## src/rtl/osnt_replay_pkg.sv

```systemverilog
// Shared state encoding and default widths for the replay FIFO-to-memory writer.
package osnt_replay_pkg;

  localparam int LINE_W_DEF     = 144;
  localparam int NUM_Q_DEF      = 4;
  localparam int QID_W_DEF      = 2;
  localparam int DEPTH_BITS_DEF = 17;

  typedef enum logic [1:0] {
    IDLE  = 2'd0,
    WRITE = 2'd1,
    DROP  = 2'd2
  } wr_state_e;

endpackage

```

## src/rtl/replay_qptr_bank.sv

```systemverilog
// Committed write pointer per replay queue, plus the queue-full compare
// against the reader pointer of a selected queue.
module replay_qptr_bank #(
  parameter int NUM_QUEUES       = 4,
  parameter int NUM_QUEUES_BITS  = 2,
  parameter int QUEUE_DEPTH_BITS = 17
) (
  input  logic                                   clk,
  input  logic                                   reset,
  input  logic                                   commit_en,
  input  logic [NUM_QUEUES_BITS-1:0]             commit_qid,
  input  logic [QUEUE_DEPTH_BITS-1:0]            commit_ptr,
  input  logic [NUM_QUEUES_BITS-1:0]             lkp_qid,
  output logic [QUEUE_DEPTH_BITS-1:0]            lkp_ptr,
  input  logic [NUM_QUEUES_BITS-1:0]             chk_qid,
  input  logic [QUEUE_DEPTH_BITS-1:0]            chk_ptr,
  output logic                                   chk_full,
  input  logic [NUM_QUEUES*QUEUE_DEPTH_BITS-1:0] q_rd_ptr_flat,
  output logic [NUM_QUEUES*QUEUE_DEPTH_BITS-1:0] q_wr_ptr_flat
);

  localparam logic [QUEUE_DEPTH_BITS-1:0] PTR_ONE = QUEUE_DEPTH_BITS'(1);

  logic [QUEUE_DEPTH_BITS-1:0] ptr_q [NUM_QUEUES];
  logic [QUEUE_DEPTH_BITS-1:0] ptr_d [NUM_QUEUES];
  logic [QUEUE_DEPTH_BITS-1:0] rd_sel;
  logic [QUEUE_DEPTH_BITS-1:0] chk_nxt;

  always_comb begin
    for (int i = 0; i < NUM_QUEUES; i++) begin
      ptr_d[i] = ptr_q[i];
      if (commit_en && (commit_qid == NUM_QUEUES_BITS'(i))) ptr_d[i] = commit_ptr;
    end
  end

  always_ff @(posedge clk) begin
    for (int i = 0; i < NUM_QUEUES; i++) begin
      if (reset) ptr_q[i] <= '0;
      else       ptr_q[i] <= ptr_d[i];
    end
  end

  always_comb begin
    lkp_ptr       = '0;
    rd_sel        = '0;
    q_wr_ptr_flat = '0;
    for (int i = 0; i < NUM_QUEUES; i++) begin
      if (lkp_qid == NUM_QUEUES_BITS'(i)) lkp_ptr = ptr_q[i];
      if (chk_qid == NUM_QUEUES_BITS'(i)) rd_sel = q_rd_ptr_flat[i*QUEUE_DEPTH_BITS +: QUEUE_DEPTH_BITS];
      q_wr_ptr_flat[i*QUEUE_DEPTH_BITS +: QUEUE_DEPTH_BITS] = ptr_q[i];
    end
  end

  // One slot is always left free so a full region never looks empty to the reader.
  assign chk_nxt  = chk_ptr + PTR_ONE;
  assign chk_full = (chk_nxt == rd_sel);

endmodule

```

## src/rtl/fifo_to_mem_writer.sv

```systemverilog
// Drains a FWFT FIFO of packet lines into per-queue memory regions, committing
// pointers only on end-of-packet. Define FIFO_TO_MEM_WRITER_STATS_EN for counters.
//
// state | meaning
// IDLE  | waiting for the first line of a packet
// WRITE | writing lines of cur_qid's packet until EOP
// DROP  | discarding the rest of a packet that did not fit
module fifo_to_mem_writer
  import osnt_replay_pkg::*;
#(
  parameter int FIFO_DATA_WIDTH  = LINE_W_DEF,
  parameter int NUM_QUEUES       = NUM_Q_DEF,
  parameter int NUM_QUEUES_BITS  = $clog2(NUM_QUEUES),
  parameter int QUEUE_DEPTH_BITS = DEPTH_BITS_DEF
) (
  input  logic                                        clk,
  input  logic                                        reset,
  input  logic [FIFO_DATA_WIDTH-1:0]                  fifo_dout,
  input  logic [NUM_QUEUES_BITS-1:0]                  fifo_dout_qid,
  input  logic                                        fifo_empty,
  output logic                                        fifo_rd_en,
  input  logic                                        mem_wr_ready,
  output logic                                        mem_wr_en,
  output logic [NUM_QUEUES_BITS+QUEUE_DEPTH_BITS-1:0] mem_wr_addr,
  output logic [FIFO_DATA_WIDTH-1:0]                  mem_wr_data,
  input  logic [NUM_QUEUES*QUEUE_DEPTH_BITS-1:0]      q_rd_ptr_flat,
  output logic [NUM_QUEUES*QUEUE_DEPTH_BITS-1:0]      q_wr_ptr_flat,
  output logic [31:0]                                 pkt_cnt,
  output logic [31:0]                                 drop_cnt
);

  localparam int AW = NUM_QUEUES_BITS + QUEUE_DEPTH_BITS;
  localparam logic [QUEUE_DEPTH_BITS-1:0] PTR_ONE = QUEUE_DEPTH_BITS'(1);

  wr_state_e                   state_q, state_d;
  logic [NUM_QUEUES_BITS-1:0]  cur_qid_q, cur_qid_d;
  logic [QUEUE_DEPTH_BITS-1:0] tmp_ptr_q, tmp_ptr_d;
  logic                        wr_en_q, wr_en_d;
  logic [AW-1:0]               wr_addr_q, wr_addr_d;
  logic [FIFO_DATA_WIDTH-1:0]  wr_data_q, wr_data_d;

  logic                        is_eop;
  logic [NUM_QUEUES_BITS-1:0]  chk_qid;
  logic [QUEUE_DEPTH_BITS-1:0] chk_ptr;
  logic [QUEUE_DEPTH_BITS-1:0] nxt_ptr;
  logic [QUEUE_DEPTH_BITS-1:0] lkp_ptr;
  logic                        chk_full;
  logic                        commit_en;
  logic                        pkt_inc;
  logic                        drop_inc;

  assign fifo_rd_en = !reset && !fifo_empty && (mem_wr_ready || (state_q == DROP));

  // In IDLE the head line opens a packet, so the full check uses its own queue.
  assign is_eop  = (fifo_dout_qid != cur_qid_q);
  assign chk_qid = (state_q == IDLE) ? fifo_dout_qid : cur_qid_q;
  assign chk_ptr = (state_q == IDLE) ? lkp_ptr : tmp_ptr_q;
  assign nxt_ptr = chk_ptr + PTR_ONE;

  replay_qptr_bank #(
    .NUM_QUEUES       (NUM_QUEUES),
    .NUM_QUEUES_BITS  (NUM_QUEUES_BITS),
    .QUEUE_DEPTH_BITS (QUEUE_DEPTH_BITS)
  ) u_qptr_bank (
    .clk           (clk),
    .reset         (reset),
    .commit_en     (commit_en),
    .commit_qid    (cur_qid_q),
    .commit_ptr    (nxt_ptr),
    .lkp_qid       (fifo_dout_qid),
    .lkp_ptr       (lkp_ptr),
    .chk_qid       (chk_qid),
    .chk_ptr       (chk_ptr),
    .chk_full      (chk_full),
    .q_rd_ptr_flat (q_rd_ptr_flat),
    .q_wr_ptr_flat (q_wr_ptr_flat)
  );

  always_comb begin
    state_d   = state_q;
    cur_qid_d = cur_qid_q;
    tmp_ptr_d = tmp_ptr_q;
    wr_en_d   = 1'b0;
    wr_addr_d = wr_addr_q;
    wr_data_d = wr_data_q;
    commit_en = 1'b0;
    pkt_inc   = 1'b0;
    drop_inc  = 1'b0;
    case (state_q)
      IDLE: begin
        if (fifo_rd_en) begin
          cur_qid_d = fifo_dout_qid;
          tmp_ptr_d = lkp_ptr;
          if (!chk_full) begin
            wr_en_d   = 1'b1;
            wr_addr_d = {chk_qid, chk_ptr};
            wr_data_d = fifo_dout;
            tmp_ptr_d = nxt_ptr;
            state_d   = WRITE;
          end else begin
            state_d   = DROP;
          end
        end
      end
      WRITE: begin
        if (fifo_rd_en) begin
          if (chk_full) begin
            // An EOP that does not fit has nothing left to discard.
            if (is_eop) begin
              drop_inc = 1'b1;
              state_d  = IDLE;
            end else begin
              state_d  = DROP;
            end
          end else begin
            wr_en_d   = 1'b1;
            wr_addr_d = {chk_qid, chk_ptr};
            wr_data_d = fifo_dout;
            tmp_ptr_d = nxt_ptr;
            if (is_eop) begin
              commit_en = 1'b1;
              pkt_inc   = 1'b1;
              state_d   = IDLE;
            end
          end
        end
      end
      DROP: begin
        if (fifo_rd_en && is_eop) begin
          drop_inc = 1'b1;
          state_d  = IDLE;
        end
      end
      default: state_d = IDLE;
    endcase
  end

  always_ff @(posedge clk) begin
    if (reset) begin
      state_q   <= IDLE;
      cur_qid_q <= '0;
      tmp_ptr_q <= '0;
      wr_en_q   <= 1'b0;
      wr_addr_q <= '0;
      wr_data_q <= '0;
    end else begin
      state_q   <= state_d;
      cur_qid_q <= cur_qid_d;
      tmp_ptr_q <= tmp_ptr_d;
      wr_en_q   <= wr_en_d;
      wr_addr_q <= wr_addr_d;
      wr_data_q <= wr_data_d;
    end
  end

  assign mem_wr_en   = wr_en_q;
  assign mem_wr_addr = wr_addr_q;
  assign mem_wr_data = wr_data_q;

`ifdef FIFO_TO_MEM_WRITER_STATS_EN
  logic [31:0] pkt_cnt_q, pkt_cnt_d;
  logic [31:0] drop_cnt_q, drop_cnt_d;

  always_comb begin
    pkt_cnt_d  = pkt_cnt_q;
    drop_cnt_d = drop_cnt_q;
    if (pkt_inc)  pkt_cnt_d  = pkt_cnt_q + 32'd1;
    if (drop_inc) drop_cnt_d = drop_cnt_q + 32'd1;
  end

  always_ff @(posedge clk) begin
    if (reset) begin
      pkt_cnt_q  <= '0;
      drop_cnt_q <= '0;
    end else begin
      pkt_cnt_q  <= pkt_cnt_d;
      drop_cnt_q <= drop_cnt_d;
    end
  end

  assign pkt_cnt  = pkt_cnt_q;
  assign drop_cnt = drop_cnt_q;
`else
  logic unused_stats;
  assign unused_stats = pkt_inc ^ drop_inc;
  assign pkt_cnt      = '0;
  assign drop_cnt     = '0;
`endif

endmodule

```

## config.mk

```make
export PLATFORM = sky130hd
export DESIGN_NAME = fifo_to_mem_writer
export DESIGN_NICKNAME = d
export VERILOG_FILES = /design/src/rtl/osnt_replay_pkg.sv /design/src/rtl/replay_qptr_bank.sv /design/src/rtl/fifo_to_mem_writer.sv
export SDC_FILE = /design/constraint.sdc
export NUM_CORES = 1
export LEC_CHECK = 0
export CORE_AREA = 3 3 196 198
export CTS_BUF_LIST = sky130_fd_sc_hd__clkbuf_2
export CTS_CLUSTER_DIAMETER = 50
export DETAILED_ROUTE_END_ITERATION = 10
export DIE_AREA = 0 0 199 201
export PLACE_DENSITY = 0.65
export SYNTH_ARGS = -nofsm -noshare
export SYNTH_HDL_FRONTEND = slang
export SYNTH_SLANG_ARGS = --single-unit
```

## constraint.sdc

```tcl
create_clock -name clk -period 11.5 [get_ports clk]
set_clock_uncertainty 0.05 [all_clocks]
set_input_delay 1.725 -clock clk [delete_from_list [all_inputs] [get_ports clk]]
set_output_delay 1.725 -clock clk [all_outputs]
set_load 0.005 [all_outputs]
```

==> impl_metrics.yaml <==
floorplanning:
  io_pins: 515
  fp.dieW_um: 199
  fp.coreArea_mm2: 0.03670
  die_y_um: 201
  initial_core_util_pct: 33.78
  num_rows: 70
  dieArea_mm2: 0.04000
drt:
  wire_per_inst_um: 19.72
  avgViaCountPerCell: 5.204
  firstDrtPassIters: 6
  postRouteWirelength_um: 45200
  drt_drc_violations_left: 0
  vias: 11930
  first_iter_violations: 777
  ant_nets: 0
layout:
  instances_no_fill: 2292
  drive_above_1_share_pct: 9.555
  fin_nets: 1999
  layout_commonest_cell: "clkdlybuf4s50_1"
  area_growth_pct: 39.43
  layout_common_cells: "449 x clkdlybuf4s50_1, 253 x dfxtp_1, 189 x a21oi_1"
global_routing:
  grt_pass1_wl_um: 67170
  grt_pass1_vias: 11440
  grt_overflow: 0
  track_usage_pct: 21.30
  antenna_found_initial: 3
  grt_start_max_net_pins: 107
pwr:
  powerDensity_mw_per_mm2: 104.7
  total_power_mw: 1.810
  power_leakage_nw: 6.444
  ir_worst_vdd_mv: 0.06680
sta:
  rsz0062_at_grt: "no"
  finalCritPeriodShare_pct: 61.87
  clock.fmax_mhz: 140.5
  setup_viol: 0
  hold_ws_ns: 0.4290
  slew_violations: 0
  max_slew_margin_pct: 19.72
  fin_crit_ns: 7.116
  hold_viol_final: 0
  worst_pin_slew_ns: 1.201
  setup-tns-final_ns: 0
worst_setup_path:
  crit_slowest_cell: "nand3_1"
  cp_max_fo: 71
  critPathLaunchType: "input port"
  cpPeakStageDelay_ns: 1.23
  cp_top_family: "simple AND/OR/NAND/NOR gates"
  required_ns: 12.22
  cp_num_buf_inv: 2
  path_class: "in2reg"
  crit_path_end_kind: "flip-flop"
  critPathMostFrequentCell: "nand2_1"
  reg2regPathDepth: 12
  crit_chain: "clkdlybuf4s50_1 > buf_4 > mux4_2 > nand2_1 > nand2_1 > ha_1 > and3_1 > a41oi_1 > nor2_1 > or3_1 > a311oi_4 > nand3_4 > nand3_1 > mux2i_1"
  crit_cells: 14
  cp.arrival_ns: 7.84
clock_tree:
  postCtsHoldBufs: 0
  cts_buffer_depth: 3
  cts-buffers-inserted: 75
  cts_resized: 0
  htreeDepth: 3
  clk_pin_slew_ns: 0.09
  cts_num_sinks: 253
  cts_tree: "yes"
  clk_latency_ns: 0.90
  cts-root-buf: "clkbuf_2"
  postCtsSetupRepairBufs: 0
synthesis:
  synthesis.area_mm2: 0.01240
  synthCells: 1374
  ys_ff_latch: 253
  seq_area_frac_synth_pct: 40.85
  synth_edf_count: 0
  synth_top_flop_cell: "dfxtp_1"
  async_reset_ff_share_pct: 0
  yosys_warnings: 0
  synth_cell_types: 68
  syn_avg_cell_area_um2: 9.023
placement:
  dpl.cell_count: 2171
  post-dp-hpwl_um: 31430
  port_buffers: 450
  gp_congestion: 0.8705
worst_hold_path:
  worstHoldPathCells: 2
  hold_path_class: "reg2reg"
job:
  drv_cap: 0
run_status:
  status: "finished, final reports clean"
## worst paths after layout
check              startpoint                        to  slack, ns
min           mem_wr_data[23]           mem_wr_data[23]       0.43
min reg2reg   mem_wr_data[23]           mem_wr_data[23]       0.43
max          fifo_dout_qid[0]  u_qptr_bank.ptr_q[0][16]       4.38
max reg2reg        state_q[1]  u_qptr_bank.ptr_q[0][16]       5.43
## worst reg2reg max path, delay by kind of cell, from the launching register on
family	cells	cell delay, ns
AO/OA/AOI/OAI	1	0.37
XOR/XNOR	1	0.27
adder cells (fa/ha/maj)	1	0.30
flip-flops	1	0.65
multiplexers	1	0.30
AND/OR/NAND/NOR	8	4.04
## Yosys cell counts (3+ instances only)
library cell  number  area [µm²]
a211oi_1          24       180.2
a21o_1             3       22.52
a21oi_1          189       945.9
a311oi_1          12       105.1
a31oi_1            4       25.02
and2_1             4       25.02
and3_1             8       50.05
buf_1             21       78.83
buf_2             18       90.09
buf_4             74       555.5
buf_6             18       202.7
clkbuf_1          66       247.7
dfxtp_1          253        5065
mux2_2             3       33.78
mux2i_1           88       880.8
mux4_2            28       630.6
nand2_1           37       138.9
nand2b_1          85       531.8
nand3_1          162       810.8
nand4_1            3       18.77
nor2_1            14       52.55
nor3_1            14       70.07
nor3b_1            5       37.54
nor4_1             3       18.77
o21ai_0           26       130.1
o21ai_1          127       635.6
or2_1              3       18.77
or2_2              4       25.02
or3_1              4       25.02
or3b_1             3       26.28
xnor2_1           22       192.7
xor2_1             4       35.03
## cells by family (layout without fill, tap and decap cells)
group           after synthesis  count (layout)  synth area share [%]
xor+xnor                     29              29                 2.392
mux                         120             120                 12.55
simple gates                360             360                 15.85
buf+inv                     199             583                 9.537
other cells                   1              67               0.03025
fa+ha+maj                     1               1                0.1009
compound gates              411             411                 18.68
flops                       253             253                 40.85
## cell type report
class                   count  area [µm²]
fillers                  3550       19410
multi-input cells         985        6412
flip-flops and latches    253        5065
repair buffers            463        4603
well taps                 468       585.6
clock buffers             102       510.5
clock inverters            16       95.09
inverters                   2       7.507
diodes                      3       7.507
## where the power goes
group	switching [mW]	internal [mW]	total, mW
Sequential	0.0136	0.899	0.912
Clock	0.383	0.258	0.641
Combinational	0.109	0.148	0.257
Total	0.506	1.30	1.81
## state kept, by name, indices dropped and copies added, names as in the netlist
signal,flops
cur_qid_q,2
mem_wr_addr,19
mem_wr_data,144
mem_wr_en,1
state_q,2
tmp_ptr_q,17
u_qptr_bank.ptr_q,68
## per-layer routing
| metal | up-vias | routed length [µm] | global-route usage, % |
|---|---|---|---|
| met3 | 86 | 3803 | 6.965 |
| met5 | - | 0 | 0 |
| met2 | 502 | 21320 | 34.36 |
| met1 | 5643 | 18680 | 26.52 |
| li1 | 5696 | - | - |
| met4 | 0 | 1407 | 7.806 |
## metrics by stage
step	utilization [%]	worst slack, ns	cell area, µm²
CTS	47.08	4.488	17280
detailed placement	45.43	3.488	16670
global route	47.11	4.034	17290
floorplan	-	6.006	12630
finish	47.11	4.384	17290
global placement	45.43	3.624	16670
Power figures use the tool's default switching activity.
